[src/rtl/morse_pkg.sv]
// Shared types and constants for the Morse character player.
// pattern_len() gives the number of leading valid symbols in a display mask.
package morse_pkg;

  typedef enum logic [2:0] {
    IDLE,
    MARK,
    SPACE,
    CGAP,
    FIN
  } state_t;

  localparam int MORSE_LEN      = 5;
  localparam int DEF_DASH_UNITS = 3;
  localparam int DEF_CGAP_UNITS = 3;

  // Counts consecutive 1s from the MSB down; the first 0 ends the character.
  function automatic logic [2:0] pattern_len(input logic [MORSE_LEN-1:0] mask);
    logic [2:0] n;
    logic       run;
    n   = 3'd0;
    run = 1'b1;
    for (int i = MORSE_LEN - 1; i >= 0; i--) begin
      if (run && mask[i]) begin
        n = n + 3'd1;
      end else begin
        run = 1'b0;
      end
    end
    return n;
  endfunction

endpackage

[src/rtl/morse_unit_timer.sv]
// Loadable down-counter; expired is high in any cycle the count reads zero.
// A load takes priority over counting, and the count holds at zero.
module morse_unit_timer #(
  parameter int WIDTH = 4
) (
  input  logic             clk,
  input  logic             reset_n,
  input  logic             load,
  input  logic [WIDTH-1:0] load_val,
  output logic             expired
);

  logic [WIDTH-1:0] count_reg;

  always_ff @(posedge clk or negedge reset_n) begin
    if (!reset_n) begin
      count_reg <= '0;
    end else if (load) begin
      count_reg <= load_val;
    end else if (count_reg != '0) begin
      count_reg <= count_reg - WIDTH'(1);
    end
  end

  assign expired = (count_reg == '0);

endmodule

[src/rtl/morse_player.sv]
// Plays one latched Morse character on a lamp with ITU unit timing.
// Outputs are registered from the next-state values, so led rises one cycle after start.
module morse_player
  import morse_pkg::*;
#(
  parameter int UNIT_CYCLES = 25_000_000,
  parameter int DASH_UNITS  = DEF_DASH_UNITS,
  parameter int CGAP_UNITS  = DEF_CGAP_UNITS
) (
  input  logic                 clk,
  input  logic                 reset_n,
  input  logic                 start,
  input  logic                 cancel,
  input  logic [MORSE_LEN-1:0] morse,
  input  logic [MORSE_LEN-1:0] display,
  output logic                 led,
  output logic                 ponto,
  output logic                 traco,
  output logic                 busy,
  output logic                 done,
  output logic [2:0]           sym_idx
);

  localparam int MAX_UNITS = (DASH_UNITS > CGAP_UNITS) ? DASH_UNITS : CGAP_UNITS;
  localparam int TW_RAW    = $clog2(MAX_UNITS * UNIT_CYCLES);
  localparam int TW        = (TW_RAW < 1) ? 1 : TW_RAW;

  // Loads are duration-1 because expiry is the cycle the counter reads zero.
  localparam logic [TW-1:0] DOT_LOAD  = TW'(UNIT_CYCLES - 1);
  localparam logic [TW-1:0] DASH_LOAD = TW'(DASH_UNITS * UNIT_CYCLES - 1);
  localparam logic [TW-1:0] CGAP_LOAD = TW'(CGAP_UNITS * UNIT_CYCLES - 1);

  state_t                 state_reg, state_next;
  logic [MORSE_LEN-1:0]   morse_reg, morse_next;
  logic [MORSE_LEN-1:0]   display_reg, display_next;
  logic [2:0]             sym_idx_reg, sym_idx_next;
  logic                   led_reg, ponto_reg, traco_reg, busy_reg, done_reg;

  logic                   mark_bit_next;
  logic                   timer_load;
  logic [TW-1:0]          timer_val;
  logic                   timer_expired;

  logic [MORSE_LEN-1:0]   sym_bits;
  logic [2:0]             sym_idx_inc;
  logic                   cur_bit;
  logic                   next_bit;
  logic                   has_next;

  // Reverse the latched pattern so sym_idx indexes play order directly.
  for (genvar gi = 0; gi < MORSE_LEN; gi++) begin : g_sym_order
    assign sym_bits[gi] = morse_reg[MORSE_LEN-1-gi];
  end

  assign sym_idx_inc = sym_idx_reg + 3'd1;
  assign cur_bit     = sym_bits[sym_idx_reg];
  assign next_bit    = sym_bits[sym_idx_inc];
  assign has_next    = (sym_idx_inc < pattern_len(display_reg));

  morse_unit_timer #(
    .WIDTH(TW)
  ) u_timer (
    .clk      (clk),
    .reset_n  (reset_n),
    .load     (timer_load),
    .load_val (timer_val),
    .expired  (timer_expired)
  );

  always_comb begin
    state_next    = state_reg;
    morse_next    = morse_reg;
    display_next  = display_reg;
    sym_idx_next  = sym_idx_reg;
    mark_bit_next = cur_bit;
    timer_load    = 1'b0;
    timer_val     = DOT_LOAD;

    case (state_reg)
      IDLE: begin
        if (start) begin
          morse_next    = morse;
          display_next  = display;
          sym_idx_next  = 3'd0;
          mark_bit_next = morse[MORSE_LEN-1];
          timer_load    = 1'b1;
          timer_val     = morse[MORSE_LEN-1] ? DOT_LOAD : DASH_LOAD;
          state_next    = display[MORSE_LEN-1] ? MARK : FIN;
        end
      end
      MARK: begin
        if (timer_expired) begin
          timer_load = 1'b1;
          if (has_next) begin
            timer_val  = DOT_LOAD;
            state_next = SPACE;
          end else begin
            timer_val  = CGAP_LOAD;
            state_next = CGAP;
          end
        end
      end
      SPACE: begin
        if (timer_expired) begin
          sym_idx_next  = sym_idx_inc;
          mark_bit_next = next_bit;
          timer_load    = 1'b1;
          timer_val     = next_bit ? DOT_LOAD : DASH_LOAD;
          state_next    = MARK;
        end
      end
      CGAP: begin
        if (timer_expired) begin
          state_next = FIN;
        end
      end
      FIN: begin
        sym_idx_next = 3'd0;
        state_next   = IDLE;
      end
      default: begin
        state_next = IDLE;
      end
    endcase

    // Abort overrides everything, including a simultaneous start in IDLE.
    if (cancel) begin
      state_next   = IDLE;
      morse_next   = morse_reg;
      display_next = display_reg;
      sym_idx_next = 3'd0;
      timer_load   = 1'b0;
    end
  end

  always_ff @(posedge clk or negedge reset_n) begin
    if (!reset_n) begin
      state_reg   <= IDLE;
      morse_reg   <= '0;
      display_reg <= '0;
      sym_idx_reg <= 3'd0;
      led_reg     <= 1'b0;
      ponto_reg   <= 1'b0;
      traco_reg   <= 1'b0;
      busy_reg    <= 1'b0;
      done_reg    <= 1'b0;
    end else begin
      state_reg   <= state_next;
      morse_reg   <= morse_next;
      display_reg <= display_next;
      sym_idx_reg <= sym_idx_next;
      led_reg     <= (state_next == MARK);
      ponto_reg   <= (state_next == MARK) && mark_bit_next;
      traco_reg   <= (state_next == MARK) && !mark_bit_next;
      busy_reg    <= (state_next == MARK) || (state_next == SPACE) || (state_next == CGAP);
      done_reg    <= (state_next == FIN);
    end
  end

  assign led     = led_reg;
  assign ponto   = ponto_reg;
  assign traco   = traco_reg;
  assign busy    = busy_reg;
  assign done    = done_reg;
  assign sym_idx = sym_idx_reg;

endmodule
[config.mk]
export PLATFORM = sky130hd
export DESIGN_NAME = morse_player
export DESIGN_NICKNAME = d
export VERILOG_FILES = /design/src/rtl/morse_pkg.sv /design/src/rtl/morse_unit_timer.sv /design/src/rtl/morse_player.sv
export SDC_FILE = /design/constraint.sdc
export NUM_CORES = 1
export LEC_CHECK = 0
export ABC_AREA = 1
export CAP_MARGIN = 20
export CORE_MARGIN = 3
export CORE_UTILIZATION = 64
export DETAILED_ROUTE_END_ITERATION = 8
export DONT_BUFFER_PORTS = 1
export PLACE_DENSITY_LB_ADDON = 0.2
export RECOVER_POWER = 25
export SYNTH_ARGS = -nofsm -noshare
export SYNTH_HDL_FRONTEND = slang
export SYNTH_HIERARCHICAL = 1
export SYNTH_SLANG_ARGS = --single-unit
[constraint.sdc]
create_clock -name clk -period 3.5 [get_ports clk]
set_input_delay 1.05 -clock clk [delete_from_list [all_inputs] [get_ports clk]]
set_output_delay 1.05 -clock clk [all_outputs]
set_load 0.05 [all_outputs]
# Word level (Yosys, flattened, before mapping)

Cells that the tools add are included.

$add $sub $neg: 6
Order comparisons: 3
Eq/ne operators: 10
Multiplexer cells: 41
Bitwise operators: 1
Reduce and logical (&&, ||, !) cells: 17

Operators by type and width:

| kind                    | count |
|---|---|
| $mux W27                | 8 |
| $pmux W27 S3            | 1 |
| $mux W3                 | 12 |
| $logic_not A27 Y1       | 1 |
| $reduce_bool A27 Y1     | 1 |
| $sub A27 B1 Y27 const B | 1 |
| $mux W1                 | 13 |
| $add A3 B1 Y3 const B   | 4 |
| $eq A3 B2 Y1 const B    | 4 |
| $pmux W3 S4             | 1 |
| $pmux W3 S3             | 1 |
| $lt A3 B4 Y1 const B    | 2 |
| $bmux W1 S3             | 2 |
| $eq A3 B1 Y1 const B    | 2 |
| $eq A3 B3 Y1 const B    | 2 |
| $logic_and A1 B1 Y1     | 6 |
| $ne A3 B3 Y1 const B    | 2 |
| $reduce_and A3 Y1       | 2 |
| $pmux W1 S2             | 2 |
| $reduce_bool A4 Y1      | 1 |
| $logic_not A3 Y1        | 1 |
| $lt A3 B3 Y1            | 1 |
| $add A1 B1 Y2 const B   | 1 |
| $logic_or A1 B1 Y1      | 2 |
| other kinds (5)         | 5 |

Register bits after elaboration: 48

# Longest topological paths before layout

Depth after elaboration: 17
Depth in mapped cells: 18
Gate-level depth less buffers: 18

# Cells and area by module

Netlist, hierarchy kept.

Modules (own cells, without submodules):

| module           | instances | cells an instance | area an instance (µm²) |
|---|---|---|---|
| morse_unit_timer | 1         | 294               | 1855.5 |
| morse_player     | 1         | 157               | 1246.2 |

# Least setup slack after synthesis

OpenSTA, ideal clock, no wires.

Path kind: register to register
Start: register u_timer.count_reg[0]
End: register u_timer.count_reg[11]
Setup time: 66 ps
Arrival: 2517 ps
Required time: 3434 ps
Path slack: 918 ps
Stages on the path, launching flop included: 18
Path through: dfrtp_1 -> inv_1 -> ha_1 -> nand2_1 -> nor2_1 -> nand2_1 -> nor2_1 -> nand3_1 -> nor2_1 -> nand2_2 -> nand3_1 -> nand2_1 -> inv_1 -> buf_2 -> clkbuf_1 -> clkbuf_1 -> nand2_1 -> nand2_1

Longest elaborated chain between the ends: 5

Ends and longest elaborated chain:

| what                                           | RTL line                                | text |
|---|---|---|
| start: declaration                             | morse_unit_timer.sv:13                  | `logic [WIDTH-1:0] count_reg;` |
| start signal: assignment                       | morse_unit_timer.sv:19                  | `count_reg <= load_val;` |
| start signal: assignment                       | morse_unit_timer.sv:21                  | `count_reg <= count_reg - WIDTH'(1);` |
| $logic_not A27 Y1 (*)                          | morse_unit_timer.sv:25                  | `assign expired = (count_reg == '0);` |
| named net timer_expired                        | morse_player.sv:42                      | `logic timer_expired;` |
| $mux W1 (*)                                    | morse_player.sv:92, morse_player.sv:104 |  |
| $pmux W1 S2 (*)                                | morse_player.sv:79                      | `case (state_reg)` |
| $mux W1 (*)                                    | morse_player.sv:127                     | `if (cancel) begin` |
| named net timer_load                           | morse_player.sv:40                      | `logic timer_load;` |
| $mux W27 or $reduce_bool A2 Y1 (tied branches) | --                                      |  |

The timed path passes the listed nets; every way through them passes the cells marked *. The select of a mux whose other input is x is not followed.
A chain may end at the register's enable or synchronous reset.

# Worst setup path after layout

Start: register u_timer.count_reg[0]
End: register u_timer.count_reg[1]

The elaborated chain is that of the path after synthesis.

==> impl_metrics.yaml <==
run_status:
  status: "completed"
placed_design:
  port_buffers: 0
  hpwl_mm: 5.080
  place.gp.congestion: 0.9991
clock_tree:
  clock-sinks: 48
  clock_latency_ps: 300
  path_clk_slew_ps: 90
  ctsHoldBuffers: 0
  cts_tree: "yes"
  htreeDepth: 2
  clockRootBuffer: "clkbuf_8"
  cts_max_path_buffers: 2
  cts_made_buffers: 5
logic_synthesis:
  yosys_warnings: 6
  synth_common_cells: "nand2_1, nor2_1, dfrtp_1"
  post-synth-top-count-cell: "nand2_1"
  synthArstFlopShare_pct: 100.0
  synth_top_cell_by_area: "dfrtp_1"
  ys_ff_latch: 48
  netlist_instances: 451
  synth_seq_area_share_pct: 38.73
  synth.top_cells.by_area: "dfrtp_1, nand2_1, nor2_1"
  synth-edff-count: 0
  synth.avg_cell_area_um2: 6.877
  yosysTopAreaCellShare_pct: 38.73
  syn_area_mm2: 0.003102
  ys.flop_type: "dfrtp_1"
  synthDistinctLibCells: 32
final_layout:
  largest_register_ffs: 27
  syn2layout_area_growth_pct: 6.777
  drive_gt1_share_pct: 9.302
  nets: 491
  num_antenna_cells: 0
  fillers: 358
critical_path:
  required_ps: 3720
  start_kind: "flip-flop"
  slowest_delay_ps: 420
  worstPathArrival_ps: 3190
  cp_max_fo: 14
  slowest_stage: "dfrtp_1"
  crit_path_frequent_cell: "nand2_1"
  cp-end-kind: "flip-flop"
  worstPathCellList: "inv_1 > ha_1 > nand2_1 > nor2_1 > nand2_1 > nor2_1 > nand3_1 > nor2_1 > nand2_1 > nand3_1 > nand2_1 > clkinvlp_4 > clkinv_1 > nand2_1 > nand2_1 > o21ai_1"
  critPathKind: "flip-flop to flip-flop"
drt:
  drcViolationCount: 0
  wl_per_cell_um: 12.99
  routed_wirelength_mm: 6.819
  vias: 2802
  drt_iter0_markers: 171
  ant_nets: 0
  dr.pass1.iters: 4
  vias_per_cell: 5.337
sta:
  report.final.slew_viol_count: 0
  finalSetupViolCount: 0
  rsz0062_at_grt: "no"
  finalSetupTns_ps: 0
  post-route-min-period_ps: 2971
  max_slew_margin_pct: 60.06
  fmax_ghz: 0.3366
  worst_pin_slew_ps: 599.1
  final_hold_viol_count: 0
  clock_skew_ps: 7.623
  finalCritPeriodShare_pct: 84.89
job:
  cap_violations: 0
power_and_ir_drop:
  ir_drop_uv: 319.9
  leakage_nw: 1.726
  design_power_total_w: 0.001744
  p_per_area_mw_per_mm2: 526.6
global_route:
  grt_max_degree: 49
  track_usage_pct: 26.41
  grt_pass1_wl_mm: 11.51
  grt_pass1_vias: 2661
  antenna_found_initial: 0
  gr-total-overflow: 0
die:
  die_h_um: 75.62
  io_pins: 22
  rows: 24
  start_util_pct: 68.86
  die_area_mm2: 0.005718
  die_w_um: 75.62
  core_area_mm2: 0.004504
hold_path:
  min_path_type: "primary input to async pin"
==> critical path: cells and delay by family, from the launching register on <==
kind | cells | cell delay, ps
AO/OA/AOI/OAI | 1 | 80
buffers and inverters | 3 | 640
adder cells (fa/ha/maj) | 1 | 260
AND/OR/NAND/NOR | 11 | 1500
flip-flops | 1 | 420
==> power by group <==
group          switching [W]  internal (W)
logic               0.000376      0.000211
clock network       0.000182      0.000158
registers           0.000146      0.000672
total               0.000704       0.00104
==> cell families after synthesis <==
group	after synthesis	share of synthesized area, %
AO/OA/AOI/OAI	46	7.907
XOR/XNOR	8	2.501
adder cells (fa/ha/maj)	5	2.017
buffers and inverters	60	8.108
flip-flops	48	38.73
multiplexers	4	1.936
other	2	0.2421
AND/OR/NAND/NOR	278	38.56
==> metrics by stage <==
step	util (%)	cell area, µm²	setup WS, ps	hold slack [ps]	std cells
finish	73.53	3312	528.9	432.9	525
global route	73.53	3312	201.3	415.1	525
CTS	73.44	3308	331.9	422.2	525
detailed placement	71.39	3216	364.0	502.4	517
global placement	71.39	3216	506.0	475.0	517
floorplan	-	3173	917.7	458.8	470
==> cells in the final DEF, fill, tap and decap left out, types with 2 or more instances in the layout <==
cell,n
a21oi_1,16
inv_1,44
clkinv_2,2
xnor2_1,3
nor2_1,63
inv_2,6
nand2_1,155
clkbuf_8,6
o21ai_1,11
dfrtp_1,48
conb_1,21
nand2_2,3
nand4_1,10
xor2_1,4
nand3_2,2
mux2_4,4
nand3_1,31
nor2_2,6
nor2_4,5
o21ai_0,15
ha_1,5
==> layout make-up <==
type	count	area, µm²	share of cell area, %
Sequential cell	48	1201	36.27
Timing Repair Buffer	2	27.53	0.8311
Inverter	53	205.2	6.196
Tap cell	52	65.06	1.964
Multi-Input combinational cell	362	1720	51.95
Clock buffer	6	82.58	2.493
Clock inverter	2	10.01	0.3022
==> worst paths after layout <==
kind                                           start               endpoint  slack (ps)  depth (start not counted)
worst min-delay path                         reset_n  u_timer/count_reg[23]         430                          0
worst max register to register  u_timer/count_reg[0]   u_timer/count_reg[1]         530                         16
worst max-delay path            u_timer/count_reg[0]   u_timer/count_reg[1]         530                         16
max in group asynchronous                    reset_n                  traco        2980                          0
min in group clk                        morse_reg[4]           morse_reg[4]         520                          2
worst min register to register          morse_reg[4]           morse_reg[4]         520                          2
==> timing repair <==
| action | CTS | global route |
|---|---|---|
| resized for setup | 0 | 1 |
| setup endpoints to repair | 0 | 4 |
| setup buffers | 0 | 0 |
| hold endpoints to repair | 0 | 0 |
==> per-layer routing <==
| metal | share of wire (%) | up-vias | track usage (%) |
|---|---|---|---|
| li1 | - | 1434 | - |
| met1 | 43 | 1270 | 31.04 |
| met2 | 49 | 76 | 45.35 |
| met3 | 4.0 | 22 | 4.881 |
| met4 | 3.4 | 0 | 14.56 |
| met5 | 0 | - | 0 |
Power figures use the tool's default switching activity.
